`config.mk`:
```
export PLATFORM = sky130hd
export DESIGN_NAME = rf_wb_arbiter
export DESIGN_NICKNAME = d
export VERILOG_FILES = /design/src/rtl/rf_ctrl_pkg.sv /design/src/rtl/rf_age_cnt.sv /design/src/rtl/rf_wb_arbiter.sv
export SDC_FILE = /design/constraint.sdc
export NUM_CORES = 1
export LEC_CHECK = 0
export BUFFER_PORTS_ARGS = -buffer_cell sky130_fd_sc_hd__buf_2
export CAP_MARGIN = 20
export CELL_PAD_IN_SITES_DETAIL_PLACEMENT = 2
export CELL_PAD_IN_SITES_GLOBAL_PLACEMENT = 2
export CORE_MARGIN = 2
export CORE_UTILIZATION = 27
export CTS_BUF_LIST = sky130_fd_sc_hd__clkbuf_8
export DETAILED_ROUTE_END_ITERATION = 16
export PLACE_DENSITY_LB_ADDON = 0.05
export SLEW_MARGIN = 20
export SYNTH_ARGS = -nofsm -noshare
export SYNTH_HDL_FRONTEND = slang
export SYNTH_SLANG_ARGS = --single-unit
```
`constraint.sdc`:
```
create_clock -name clk -period 2 [get_ports clk]
set_input_delay 0.5 -clock clk [delete_from_list [all_inputs] [get_ports clk]]
set_output_delay 0.5 -clock clk [all_outputs]
set_load 0.01 [all_outputs]
```
`src/rtl/rf_ctrl_pkg.sv`:
```
// Shared encodings for the X/Y register-file write-back and read scheduler.
package rf_ctrl_pkg;

    localparam int unsigned AGE_W = 4;

    localparam logic DST_X = 1'b0;
    localparam logic DST_Y = 1'b1;

    // Which requester owns the next register-file slot.
    typedef enum logic [2:0] {
        SRC_NONE = 3'd0,
        SRC_RD   = 3'd1,
        SRC_ACC  = 3'd2,
        SRC_LD   = 3'd3,
        SRC_SE   = 3'd4
    } rf_src_e;

endpackage

```
`src/rtl/rf_age_cnt.sv`:
```
// Saturating wait counter for one write requester; flags when it must be promoted.
module rf_age_cnt
    import rf_ctrl_pkg::*;
#(
    parameter int unsigned LIMIT = 4
) (
    input  logic clk,
    input  logic rst,
    input  logic valid_i,
    input  logic grant_i,
    output logic starved_o
);

    localparam logic [AGE_W-1:0] LIMIT_W = AGE_W'(LIMIT);

    logic [AGE_W-1:0] age_q;
    logic [AGE_W-1:0] age_d;
    logic             starved_q;

    always_comb begin
        age_d = '0;
        if (valid_i && !grant_i) begin
            age_d = (age_q == LIMIT_W) ? age_q : age_q + AGE_W'(1);
        end
    end

    // Starved flag is registered alongside the count so it matches age_q exactly.
    always_ff @(posedge clk) begin
        if (rst) begin
            age_q     <= '0;
            starved_q <= 1'b0;
        end else begin
            age_q     <= age_d;
            starved_q <= (age_d == LIMIT_W);
        end
    end

    assign starved_o = starved_q;

endmodule

```
`src/rtl/rf_wb_arbiter.sv`:
```
// One-slot-per-cycle scheduler sharing the X/Y register file between three
// writers and one reader, with aging so ld/se writes cannot be starved.
module rf_wb_arbiter
    import rf_ctrl_pkg::*;
#(
    parameter int unsigned DW           = 16,
    parameter int unsigned STARVE_LIMIT = 4
) (
    input  logic          clk,
    input  logic          rst,
    input  logic          acc_valid,
    input  logic          acc_dst,
    input  logic [DW-1:0] acc_data,
    output logic          acc_ready,
    input  logic          ld_valid,
    input  logic          ld_dst,
    input  logic [DW-1:0] ld_data,
    output logic          ld_ready,
    input  logic          se_valid,
    input  logic          se_dst,
    input  logic [DW-1:0] se_data,
    output logic          se_ready,
    input  logic          rd_req,
    input  logic          rd_sel,
    output logic          rd_ack,
    output logic          rd_done,
    output logic          rf_rw,
    output logic          rf_lacc,
    output logic          rf_ldm,
    output logic          rf_lse,
    output logic [DW-1:0] rf_acc,
    output logic [DW-1:0] rf_load,
    output logic [DW-1:0] rf_se
);

    rf_src_e       gnt_src;
    logic          ld_starved;
    logic          se_starved;

    logic          rw_q,    rw_d;
    logic          lacc_q,  lacc_d;
    logic          ldm_q,   ldm_d;
    logic          lse_q,   lse_d;
    logic [DW-1:0] acc_q,   acc_d;
    logic [DW-1:0] load_q,  load_d;
    logic [DW-1:0] se_q,    se_d;
    logic          rd_pend_q, rd_pend_d;
    logic          rd_done_q;

    rf_age_cnt #(.LIMIT(STARVE_LIMIT)) u_ld_age (
        .clk       (clk),
        .rst       (rst),
        .valid_i   (ld_valid),
        .grant_i   (ld_ready),
        .starved_o (ld_starved)
    );

    rf_age_cnt #(.LIMIT(STARVE_LIMIT)) u_se_age (
        .clk       (clk),
        .rst       (rst),
        .valid_i   (se_valid),
        .grant_i   (se_ready),
        .starved_o (se_starved)
    );

    // Fixed priority with starved ld/se promoted above reads and the accumulator.
    always_comb begin
        gnt_src = SRC_NONE;
        if (rst) begin
            gnt_src = SRC_NONE;
        end else if (ld_valid && ld_starved) begin
            gnt_src = SRC_LD;
        end else if (se_valid && se_starved) begin
            gnt_src = SRC_SE;
        end else if (rd_req) begin
            gnt_src = SRC_RD;
        end else if (acc_valid) begin
            gnt_src = SRC_ACC;
        end else if (ld_valid) begin
            gnt_src = SRC_LD;
        end else if (se_valid) begin
            gnt_src = SRC_SE;
        end
    end

    assign acc_ready = (gnt_src == SRC_ACC);
    assign ld_ready  = (gnt_src == SRC_LD);
    assign se_ready  = (gnt_src == SRC_SE);
    assign rd_ack    = (gnt_src == SRC_RD);

    // Next slot: idle slots keep rw and every data bus, only strobes drop.
    always_comb begin
        rw_d      = rw_q;
        lacc_d    = 1'b0;
        ldm_d     = 1'b0;
        lse_d     = 1'b0;
        acc_d     = acc_q;
        load_d    = load_q;
        se_d      = se_q;
        rd_pend_d = 1'b0;
        unique case (gnt_src)
            SRC_RD: begin
                rw_d      = rd_sel;
                rd_pend_d = 1'b1;
            end
            SRC_ACC: begin
                rw_d   = acc_dst;
                lacc_d = 1'b1;
                acc_d  = acc_data;
            end
            SRC_LD: begin
                rw_d   = ld_dst;
                ldm_d  = 1'b1;
                load_d = ld_data;
            end
            SRC_SE: begin
                rw_d  = se_dst;
                lse_d = 1'b1;
                se_d  = se_data;
            end
            default: ;
        endcase
    end

    always_ff @(posedge clk) begin
        if (rst) begin
            rw_q      <= DST_X;
            lacc_q    <= 1'b0;
            ldm_q     <= 1'b0;
            lse_q     <= 1'b0;
            acc_q     <= '0;
            load_q    <= '0;
            se_q      <= '0;
            rd_pend_q <= 1'b0;
            rd_done_q <= 1'b0;
        end else begin
            rw_q      <= rw_d;
            lacc_q    <= lacc_d;
            ldm_q     <= ldm_d;
            lse_q     <= lse_d;
            acc_q     <= acc_d;
            load_q    <= load_d;
            se_q      <= se_d;
            rd_pend_q <= rd_pend_d;
            rd_done_q <= rd_pend_q;
        end
    end

    assign rf_rw   = rw_q;
    assign rf_lacc = lacc_q;
    assign rf_ldm  = ldm_q;
    assign rf_lse  = lse_q;
    assign rf_acc  = acc_q;
    assign rf_load = load_q;
    assign rf_se   = se_q;
    assign rd_done = rd_done_q;

endmodule

```
==> reports/metrics.yaml <==
run_status:
  status: "finished clean"
setup_path:
  cp.required_ns: 1.50
  path_class: "register to primary output"
  startpoint: "u_ld_age.starved_o$_SDFF_PP0_"
  crit-reg2reg-launch: "u_se_age.starved_o$_SDFF_PP0_"
  critPathMaxFanout: 6
  crit_slowest_cell: "dfxtp_1"
  path_buf_inv: 2
  worst_setup_path_end_kind: "primary output"
  cp.arrival_ns: 1.36
  cpLargestDelayFamily: "flip-flops"
  critPathMaxStageDelay_ns: 0.37
  cp_cell_sequence: "a21oi_1, nand3_1, clkinv_1, buf_2"
  cp-start-kind: "register"
clocking:
  clock_latency_ns: 0.33
  ctsHoldBuffers: 0
  clock_path_buffers: 2
  cts_buffers: 9
  clock_sinks: 64
  cts_setup_buffers: 0
  clk_pin_slew_ns: 0.07
  cts_max_level: 3
  cts_resized: 0
  cts.root.buffer_cell: "clkbuf_8"
  cts_tree: "yes"
synthesis:
  netlist_area_um2: 2469
  ys_top_cells_by_area: "dfxtp_1 (52%), mux2i_1 (13%), nor2_1 (6.1%)"
  seq_area_frac_synth: 0.5190
  yosys_warnings: 0
  async_flop_share: 0
  netlist-cell-type-count: 34
  synth_edf_count: 0
  syn_area_per_cell_um2: 9.211
  syn_nets: 330
  syn-instance-count: 268
  synth_top_area_frac: 0.5190
  synth.largest_area_cell: "dfxtp_1"
  synth-main-ff-cell: "dfxtp_1"
  ys_seq_elements: 64
detailed_routing:
  viasPerCell: 4.664
  routed_wl_um: 7345
  route.detailed.drc: 0
  ant_nets: 0
  post_drt_wl_per_cell_um: 14.60
  dr_total_vias: 2346
  drtIter0Drc: 33
  dr.pass1.iters: 4
sta:
  clock.fmax_ghz: 0.5370
  period_minus_slack_ns: 1.862
  hold_viol_final: 0
  fin_setup_tns_ns: 0
  slew_headroom: 0.6637
  fin_ws_ns: 0.1378
  drv_slew: 0
  rsz0062_at_grt: "no"
  setup_viol: 0
  fin_worst_skew_ns: 0.006592
  worst_slew_pin_slew_ns: 0.5045
  period_share: 0.9311
  holdWs_ns: 0.3949
power_and_ir_drop:
  powerDensity_nw_per_um2: 781.6
  p_seq_frac: 0.498
  swShare: 0.2307
  p_int_mw: 2.043
  p_clk_frac: 0.414
  pwr-share-comb: 0.088
  switchingPower_mw: 0.6125
  power.leakage_nw: 1.833
  max-vdd-ir-drop_mv: 0.2836
finish:
  final_cell_mix: "buf_2 (114), dfxtp_1 (64), nor2_1 (40)"
  drive_gt1_frac: 0.3671
  layout.cells.non_filler: 503
  final_common_cell: "buf_2"
  antennaDiodeCount: 0
  finalNetCount: 454
  syn_to_final_growth_pct: 37.61
die:
  core-area_um2: 8806
  num_io_pins: 115
  fp.dieW_um: 99.62
  die_y_um: 99.62
  row_count: 34
  die_area_um2: 9924
  initial_core_util: 0.2803
grt:
  first_global_vias: 2519
  antenna_found_initial: 0
  grtUsageTotal: 0.1532
  grt_start_max_net_pins: 47
  grt_pass1_wl_um: 12010
  grt_remaining_overflow: 0
worst_hold_path:
  hp-start: "se_data[2]"
  hold_class: "input port to register"
placement:
  place_congestion: 0.7364
  portBuffers: 114
  place_ws_ns: 0.1577
  dp.cells: 489
  hpwl_um: 5605
flow_run:
  max-cap-violations: 0
[per-stage QoR]
| step | total power, mW | utilization | cell area [um2] |
|---|---|---|---|
| 5_1_grt | 2.795 | 0.3858 | 3397 |
| 6_report | 2.655 | 0.3858 | 3397 |
| 4_1_cts | 2.710 | 0.3858 | 3397 |
| 2_1_floorplan | 1.462 | - | 2469 |
| 3_3_place_gp | 1.584 | 0.3637 | 3203 |
| 3_5_place_dp | 1.590 | 0.3637 | 3203 |
[flip-flops by register name, summed over array words and instances (netlist names)]
name / flops
rd_done: 1
rd_pend_q: 1
rf_acc: 16
rf_lacc: 1
rf_ldm: 1
rf_load: 16
rf_lse: 1
rf_rw: 1
rf_se: 16
u_ld_age.age_q: 4
u_ld_age.starved_o: 1
u_se_age.age_q: 4
u_se_age.starved_o: 1
[synthesized netlist by cell type, drive strengths merged, types with 3 or more instances]
| cell type | n |
|---|---|
| dfxtp | 64 |
| a21oi | 20 |
| nor2b | 3 |
| and3 | 4 |
| clkbuf | 6 |
| nor2 | 40 |
| nand2 | 36 |
| buf | 6 |
| inv | 12 |
| nand3 | 8 |
| nand2b | 3 |
| nor3 | 3 |
| o21ai | 7 |
| ha | 4 |
| mux2i | 32 |
[kinds of logic after synthesis]
group / share of synthesized area
buf+inv: 0.04460
fa+ha+maj: 0.02027
compound gates: 0.09782
flops: 0.5190
mux: 0.1298
xor+xnor: 0.007097
simple gates: 0.1814
[worst register-to-register path, delay by kind of cell (launching register included)]
| kind | cells | cell delay (ns) |
|---|---|---|
| AO/OA/AOI/OAI | 2 | 0.34 |
| flip-flops | 1 | 0.41 |
| AND/OR/NAND/NOR | 2 | 0.77 |
[power by group through the flow]
stage | sequential [mW] | clock (mW) | combinational, mW
after floorplan | 1.36 | 0 | 0.100
after global placement | 1.35 | 0 | 0.233
after detailed placement | 1.35 | 0 | 0.239
after CTS | 1.32 | 1.15 | 0.240
after global routing | 1.33 | 1.21 | 0.262
final | 1.32 | 1.10 | 0.233
[layout make-up]
class | count | area (um2)
repair buffers | 125 | 653.1
well taps | 108 | 135.1
flip-flops and latches | 64 | 1281
multi-input cells | 179 | 1085
inverters | 13 | 48.80
clock buffers | 11 | 151.4
clock inverters | 3 | 42.54
fillers | 1037 | 5409
[layer usage]
| metal | track usage | wire length (um) | vias up |
|---|---|---|---|
| li1 | - | - | 1142 |
| met1 | 0.1689 | 2990 | 1119 |
| met2 | 0.2562 | 3572 | 73 |
| met3 | 0.07660 | 654 | 12 |
| met4 | 0.05269 | 127 | 0 |
| met5 | 0 | 0 | - |
[path summary, 6_finish.rpt]
check                                   to  slack (ns)  depth (start not counted)
max                              acc_ready        0.14                          4
min                  rf_se[2]$_SDFFE_PP0N_        0.39                          3
max reg2reg  u_ld_age.starved_o$_SDFF_PP0_        0.39                          4
min reg2reg             rd_done$_SDFF_PP0_        0.44                          1
(Power assumes the default switching activity.)
